<file path="config.mk">
export PLATFORM = sky130hd
export DESIGN_NAME = mips_rf_wb_arbiter
export DESIGN_NICKNAME = d
export VERILOG_FILES = /design/src/rtl/mips_rf_wb_arbiter.sv
export SDC_FILE = /design/constraint.sdc
export NUM_CORES = 1
export LEC_CHECK = 0
export BUFFER_PORTS_ARGS = -buffer_cell sky130_fd_sc_hd__buf_2
export CAP_MARGIN = 20
export CORE_MARGIN = 2
export CORE_UTILIZATION = 49
export DETAILED_ROUTE_END_ITERATION = 12
export PLACE_DENSITY = 0.92
export SYNTH_ARGS = -nofsm -noshare
export SYNTH_HDL_FRONTEND = slang
export SYNTH_SLANG_ARGS = --single-unit
</file>
<file path="constraint.sdc">
create_clock -name clk -period 4.6 [get_ports clk]
set_input_delay 0.46 -clock clk [delete_from_list [all_inputs] [get_ports clk]]
set_output_delay 0.46 -clock clk [all_outputs]
set_load 0.02 [all_outputs]
</file>
<file path="src/rtl/mips_rf_wb_arbiter.sv">
// Register-file write-port controller: zero-initialises every writable register after reset,
// then round-robin arbitrates NREQ writeback requesters onto the single write port.
module mips_rf_wb_arbiter #(
    parameter int unsigned AWL  = 5,
    parameter int unsigned DWL  = 32,
    parameter int unsigned NREQ = 3
) (
    input  logic                clk,
    input  logic                rst_n,
    input  logic                soft_init,
    input  logic [NREQ-1:0]     req_valid,
    input  logic [NREQ*AWL-1:0] req_addr,
    input  logic [NREQ*DWL-1:0] req_data,
    output logic [NREQ-1:0]     req_ready,
    output logic                rf_wen,
    output logic [AWL-1:0]      rf_wa,
    output logic [DWL-1:0]      rf_wd,
    output logic                init_done,
    output logic                zero_drop
);
    localparam int unsigned PW = $clog2(NREQ);

    typedef enum logic {StInit, StRun} state_e;

    state_e         state_q, state_d;
    logic [AWL-1:0] cnt_q, cnt_d;
    logic [PW-1:0]  rr_q, rr_d;
    logic           wen_q, wen_d;
    logic [AWL-1:0] wa_q, wa_d;
    logic [DWL-1:0] wd_q, wd_d;
    logic           done_q, done_d;
    logic           zd_q, zd_d;

    logic           found;
    logic           xfer;
    logic [PW-1:0]  gnt_idx;
    logic [PW-1:0]  idx;
    logic [AWL-1:0] sel_addr;
    logic [DWL-1:0] sel_data;

    // Round-robin scan starting at rr_q; first valid requester wins.
    always_comb begin
        found   = 1'b0;
        gnt_idx = '0;
        idx     = '0;
        for (int unsigned k = 0; k < NREQ; k++) begin
            idx = PW'((32'(rr_q) + k) % NREQ);
            if (!found && req_valid[idx]) begin
                found   = 1'b1;
                gnt_idx = idx;
            end
        end
    end

    always_comb begin
        sel_addr = '0;
        sel_data = '0;
        for (int unsigned i = 0; i < NREQ; i++) begin
            if (gnt_idx == PW'(i)) begin
                sel_addr = req_addr[i*AWL +: AWL];
                sel_data = req_data[i*DWL +: DWL];
            end
        end
    end

    assign xfer      = (state_q == StRun) && !soft_init && found;
    assign req_ready = xfer ? (NREQ'(1) << gnt_idx) : '0;

    always_comb begin
        state_d = state_q;
        cnt_d   = cnt_q;
        rr_d    = rr_q;
        wen_d   = 1'b0;
        wa_d    = wa_q;
        wd_d    = wd_q;
        done_d  = done_q;
        zd_d    = 1'b0;
        if (soft_init) begin
            // Restart the sweep; rr_q is kept so fairness survives a re-init.
            state_d = StInit;
            cnt_d   = AWL'(1);
            done_d  = 1'b0;
        end else if (state_q == StInit) begin
            wen_d = 1'b1;
            wa_d  = cnt_q;
            wd_d  = '0;
            cnt_d = cnt_q + AWL'(1);
            if (cnt_q == '1) begin
                state_d = StRun;
                done_d  = 1'b1;
            end
        end else if (xfer) begin
            wa_d = sel_addr;
            wd_d = sel_data;
            rr_d = (32'(gnt_idx) == NREQ - 1) ? '0 : gnt_idx + PW'(1);
            // Writes to $zero are accepted but never reach the register file.
            if (sel_addr != '0) begin
                wen_d = 1'b1;
            end else begin
                zd_d = 1'b1;
            end
        end
    end

    always_ff @(posedge clk or negedge rst_n) begin
        if (!rst_n) begin
            state_q <= StInit;
            cnt_q   <= AWL'(1);
            rr_q    <= '0;
            wen_q   <= 1'b0;
            wa_q    <= '0;
            wd_q    <= '0;
            done_q  <= 1'b0;
            zd_q    <= 1'b0;
        end else begin
            state_q <= state_d;
            cnt_q   <= cnt_d;
            rr_q    <= rr_d;
            wen_q   <= wen_d;
            wa_q    <= wa_d;
            wd_q    <= wd_d;
            done_q  <= done_d;
            zd_q    <= zd_d;
        end
    end

    assign rf_wen    = wen_q;
    assign rf_wa     = wa_q;
    assign rf_wd     = wd_q;
    assign init_done = done_q;
    assign zero_drop = zd_q;

endmodule

</file>
==> results.cfg, run 1 <==
[grt]
grt_max_degree = 49
grt_use_total = 0.268
grt_overflow_total = 0
antenna_found_initial = 0
grt_pass1_vias = 3167
grt_pass1_wl_um = 15200

[route]
num_vias = 3287
drt-initial-drc-count = 186
drc = 0
drt_wl_total_um = 9270
viasPerCell = 5.74
avgRoutedWirePerCell_um = 16.2
dr.pass1.iters = 5
ant_nets = 0

[sta]
skew_ps = 5.87
slew_violations = 0
hold_viol = 0
setup_tns_ps = 0
fin_ws_ps = 817
post-route-period-util = 0.822
worst_pin_slew_ps = 1140
slew_headroom = 0.240
setup_viol = 0
min_period_ps = 3780
fmaxAchievable_mhz = 264
grt_setup_unrepaired = no

[yosys]
yosysSeqAreaShare = 0.393
synth_most_common_cell = nor2_1
ys_warn_count = 0
synth_edf_count = 0
syn_nets = 483
synth_ff_type = dfrtp_1
synth_top_area_cell = dfrtp_1
syn_inst = 360
yosys-top-cells-count = nor2_1, dfrtp_1, nand2_1
netlist_area_um2 = 3060
async_reset_ff_frac = 1.00
synth.top_cell.area_share = 0.385
yosysUniqueCellTypes = 51
syn_area_per_cell_um2 = 8.49
synth_seq_cells = 48
synth.area.top_cells = dfrtp_1, o31ai_1, a211oi_1

[worst_setup_path]
cp_data_required_time_ps = 4140
cp_max_fo = 15
cp_data_arrival_time_ps = 3320
critPathKind = reg2out
end_kind = output port
critPathLaunchType = flip-flop

[placed_design]
pre_cts_slack_ps = 1350
place_hpwl_um = 6710
io_buffer_count = 159
place_congestion = 1.01

[power_and_ir_drop]
combPwrFrac = 0.350
switching_share = 0.348
p_switching_w = 0.000398
vdd_drop_max_uv = 199
p_clk_frac = 0.263
p_leak_nw = 2.01
sequentialPowerShare = 0.387
power.density_nw_per_um2 = 289
report.power.total_w = 0.00114
power.internal_w = 0.000746

[cells_and_area]
fin_nets = 620
fillers = 514
layout-drive-gt1-share = 0.357
area_growth_pct = 29.6
antenna_cells = 0

[die]
core_area_um2 = 5990
die_area_um2 = 6890
io_pins = 160
dieWidth_um = 83.0
fp.dieH_um = 83.0
start_util = 0.510
rows = 28

[clocking]
clk_pin_slew_worst_paths_ps = 90
cts_hold_buffers = 0
cts_tree = built
cts_resized = 0
cts.sinks = 48
clock_path_buffers = 2
post_cts_buffers = 0
cts_made_buffers = 5
cts_max_level = 2
insertion_delay_ps = 290
cts_root_buf = clkbuf_8

[run]
maxCapViolCount = 0

[status]
status = finished, final reports clean

[hold_path]
hold_path_class = in2async
kinds of logic (layout without fill, tap and decap cells):
group,after synthesis,after routing,synth area share
AO/OA/AOI/OAI,127,127,0.312
XOR/XNOR,2,2,0.00573
adder cells (fa/ha/maj),6,6,0.0246
buffers and inverters,39,177,0.0540
flip-flops,48,48,0.393
multiplexers,5,5,0.0164
AND/OR/NAND/NOR,133,133,0.194
path summary, 6_finish.rpt:
| kind | startpoint | endpoint | slack [ps] | cells past startpoint |
|---|---|---|---|---|
| max | rr_q[0] | req_ready[0] | 820 | 8 |
| min | rst_n | init_done | 3 | 1 |
| max reg2reg | rr_q[0] | rf_wa[0] | 1290 | 8 |
| min reg2reg | rf_wd[29] | rf_wd[29] | 480 | 2 |
| max in group asynchronous | rst_n | cnt_q[0] | 4080 | 2 |
| min in group clk | req_data[76] | rf_wd[12] | 460 | 3 |
power groups by stage:
stage	clock network, W	logic, W	registers (W)
after floorplan	0	0.000268	0.000454
after global placement	0	0.000378	0.000450
after detailed placement	0	0.000393	0.000451
after CTS	0.000308	0.000395	0.000442
after global routing	0.000322	0.000441	0.000444
final	0.000301	0.000400	0.000443
flip-flops by register name (all words and copies together) (netlist names):
register   count
cnt_q          5
zero_drop      1
rf_wa          5
rr_q           2
rf_wd         32
rf_wen         1
init_done      1
state_q        1
worst max-delay path: stages (launching register included):
cell and delay (ps):
dfrtp_1 440, inv_1 120, ha_1 340, mux2i_1 290
o2bb2ai_1 160, a21oi_1 900, nor2_2 50, nor4_1 460
buf_2 270
stage by stage:
step	std cells	hold WS [ps]	utilization	cell area [µm²]
5_1_grt	573	11.7	0.661	3960
6_report	573	2.56	0.661	3960
2_1_floorplan	360	164	-	3060
3_5_place_dp	564	462	0.640	3830
3_3_place_gp	564	457	0.640	3830
4_1_cts	572	384	0.658	3940
final cells by class:
class	instances	area, µm²	share of cell area
Sequential cell	48	1200	0.304
Timing Repair Buffer	163	838	0.212
Clock inverter	1	30.0	0.00758
Multi-Input combinational cell	273	1700	0.428
Inverter	6	22.5	0.00569
Tap cell	75	93.8	0.0237
Clock buffer	7	76.3	0.0193
placed cells by master, fill, tap and decap left out, types with 2 or more instances in the layout:
cell type / instances
a211o_1: 2
a211oi_1: 26
a21boi_0: 13
a21boi_1: 10
a21o_1: 3
a21oi_1: 6
a221o_1: 3
a311oi_1: 2
and3_1: 11
buf_2: 159
buf_4: 3
clkbuf_1: 2
clkbuf_8: 5
dfrtp_1: 47
ha_1: 6
inv_1: 6
mux2i_1: 5
nand2_1: 38
nand2b_1: 2
nand3_1: 15
nor2_1: 47
nor2b_1: 5
nor3_1: 7
nor4_1: 2
o21ai_0: 13
o21ai_1: 2
o31ai_1: 32
per-layer routing:
metal / vias to the layer above / part of all wire / GRT usage
met1: 1484 / 0.40 / 0.340
met2: 181 / 0.49 / 0.458
met3: 30 / 0.072 / 0.0437
met4: 0 / 0.029 / 0.103
met5: - / 0 / 0
li1: 1592 / - / -
No activity file was read; power rests on OpenSTA's default activity.
==> run 2: changes to the inputs <==
--- a/config.mk
+++ b/config.mk
@@ -8,9 +8,9 @@
 export BUFFER_PORTS_ARGS = -buffer_cell sky130_fd_sc_hd__buf_2
 export CAP_MARGIN = 20
 export CORE_MARGIN = 2
-export CORE_UTILIZATION = 49
+export CORE_UTILIZATION = 41
 export DETAILED_ROUTE_END_ITERATION = 12
-export PLACE_DENSITY = 0.92
+export PLACE_DENSITY = 0.83
 export SYNTH_ARGS = -nofsm -noshare
 export SYNTH_HDL_FRONTEND = slang
 export SYNTH_SLANG_ARGS = --single-unit
==> constraint.sdc (replaced) <==
create_clock -name clk -period 3.14 [get_ports clk]
set_input_delay 0.314 -clock clk [delete_from_list [all_inputs] [get_ports clk]]
set_output_delay 0.314 -clock clk [all_outputs]
set_load 0.02 [all_outputs]
==> run 2 against run 1 <==
Net effect:
- via count grew 2.3%
- routed wire length grew 2.3%
- first-iteration DRC count shrank 22%
- core utilization shrank 10 points
- power grew 42%
- global-route usage shrank 3.9 points
==> results.cfg, run 2 (synthesis gave the netlist of run 1 again) <==
[clocking]
cts_tree = built
cts_made_buffers = 5
cts_root_buf = clkbuf_8
cts.sinks = 48
clk_pin_slew_worst_paths_ps = 90
insertion_delay_ps = 310
clock_path_buffers = 2
post_cts_buffers = 0
cts_max_level = 2

[run]
maxCapViolCount = 0

[sta]
slew_violations = 0
slew_headroom = 0.647
post-route-period-util = 0.944
setup_tns_ps = 0
worst_pin_slew_ps = 529
setup_viol = 0
fin_ws_ps = 177
grt_setup_unrepaired = yes
skew_ps = 11.0
hold_viol = 0
fmaxAchievable_mhz = 337
min_period_ps = 2960

[route]
num_vias = 3362
viasPerCell = 5.55
drt-initial-drc-count = 146
ant_nets = 0
drt_wl_total_um = 9490
drc = 0
dr.pass1.iters = 5
avgRoutedWirePerCell_um = 15.7

[die]
die_area_um2 = 8160
start_util = 0.421
fp.dieH_um = 90.3
dieWidth_um = 90.3
io_pins = 160
core_area_um2 = 7250
rows = 31

[power_and_ir_drop]
p_clk_frac = 0.223
report.power.total_w = 0.00163
switching_share = 0.365
power.density_nw_per_um2 = 401
p_switching_w = 0.000594
power.internal_w = 0.00103
p_leak_nw = 2.05
sequentialPowerShare = 0.398
vdd_drop_max_uv = 185
combPwrFrac = 0.380

[worst_setup_path]
r2r_setup_slack_ps = 340
r2r_start = rr_q[0]
critPathLaunchType = flip-flop
ff2ff_path_depth = 9
cp_max_fo = 6
cp_data_required_time_ps = 2830
end_kind = output port
crit_end = req_ready[0]
worstReg2RegEnd = rf_wen
cp_data_arrival_time_ps = 2650
critPathKind = reg2out
crit_path_start = rr_q[0]

[grt]
grt_pass1_wl_um = 15300
grt_use_total = 0.229
grt_pass1_vias = 3211
antenna_found_initial = 0
grt_max_degree = 49
grt_overflow_total = 0

[cells_and_area]
antenna_cells = 0
fin_nets = 630
layout_commonest_cell = buf_2
final_cell_mix = buf_2, nor2_1, dfrtp_1
layout-drive-gt1-share = 0.377
fillers = 691
largest_register_ffs = 32
area_growth_pct = 32.6

[placed_design]
pre_cts_slack_ps = 381
place_hpwl_um = 7280
io_buffer_count = 159
place_congestion = 0.889

[hold_path]
hold_path_class = in2reg

[status]
status = finished, final reports clean
## run 2: final cells by class
cell class	instances	area, µm²	area share
Clock buffer	6	72.6	0.0179
Tap cell	99	124	0.0306
Sequential cell	48	1200	0.297
Timing Repair Buffer	173	916	0.226
Multi-Input combinational cell	273	1710	0.422
Clock inverter	1	5.00	0.00123
Inverter	6	22.5	0.00556
## run 2: per-layer routing
layer | share of wire | track usage | vias to the layer above
li1 | - | - | 1608
met4 | 0.030 | 0.0731 | 0
met3 | 0.069 | 0.0476 | 22
met5 | 0 | 0 | -
met2 | 0.49 | 0.396 | 152
met1 | 0.41 | 0.287 | 1580
## run 2: critical path, stage by stage (launching register included)
cell and delay (ps):
dfrtp_1 400, inv_1 80, ha_1 370, and2b_2 210, o21ai_1 130, o221a_2 170, a211o_2 400, nor4_2 340
buf_2 240
## run 2: stage by stage
step           utilization  cells  hold slack, ps  area (µm²)
2_1_floorplan            -    360            18.4        3060
3_3_place_gp         0.541    597             456        3930
3_5_place_dp         0.541    597             461        3930
4_1_cts              0.552    604             243        4000
5_1_grt              0.559    606             295        4050
6_report             0.559    606             300        4050
## run 2: worst min-delay path by stage
stage                      to          from  cells past startpoint
floorplan            cnt_q[1]         rst_n                      0
global placement     rf_wd[2]      rf_wd[2]                      2
detailed placement  rf_wd[18]     rf_wd[18]                      2
CTS                  rf_wa[0]         rst_n                      1
global route        rf_wd[25]  req_data[57]                      3
finish              rf_wd[24]  req_data[56]                      3
## run 2: power by group through the flow
stage / clock [W] / combinational (W) / sequential (W)
2_1_floorplan: 0 / 0.000393 / 0.000665
3_3_place_gp: 0 / 0.000588 / 0.000658
3_5_place_dp: 0 / 0.000601 / 0.000659
4_1_cts: 0.000366 / 0.000604 / 0.000647
5_1_grt: 0.000394 / 0.000684 / 0.000649
6_report: 0.000362 / 0.000617 / 0.000646
## run 2: repair_timing
action,CTS,global route
endpoints found under the setup margin,0,2
hold endpoints to repair,0,12
hold buffers,0,1
gates resized for setup,0,6
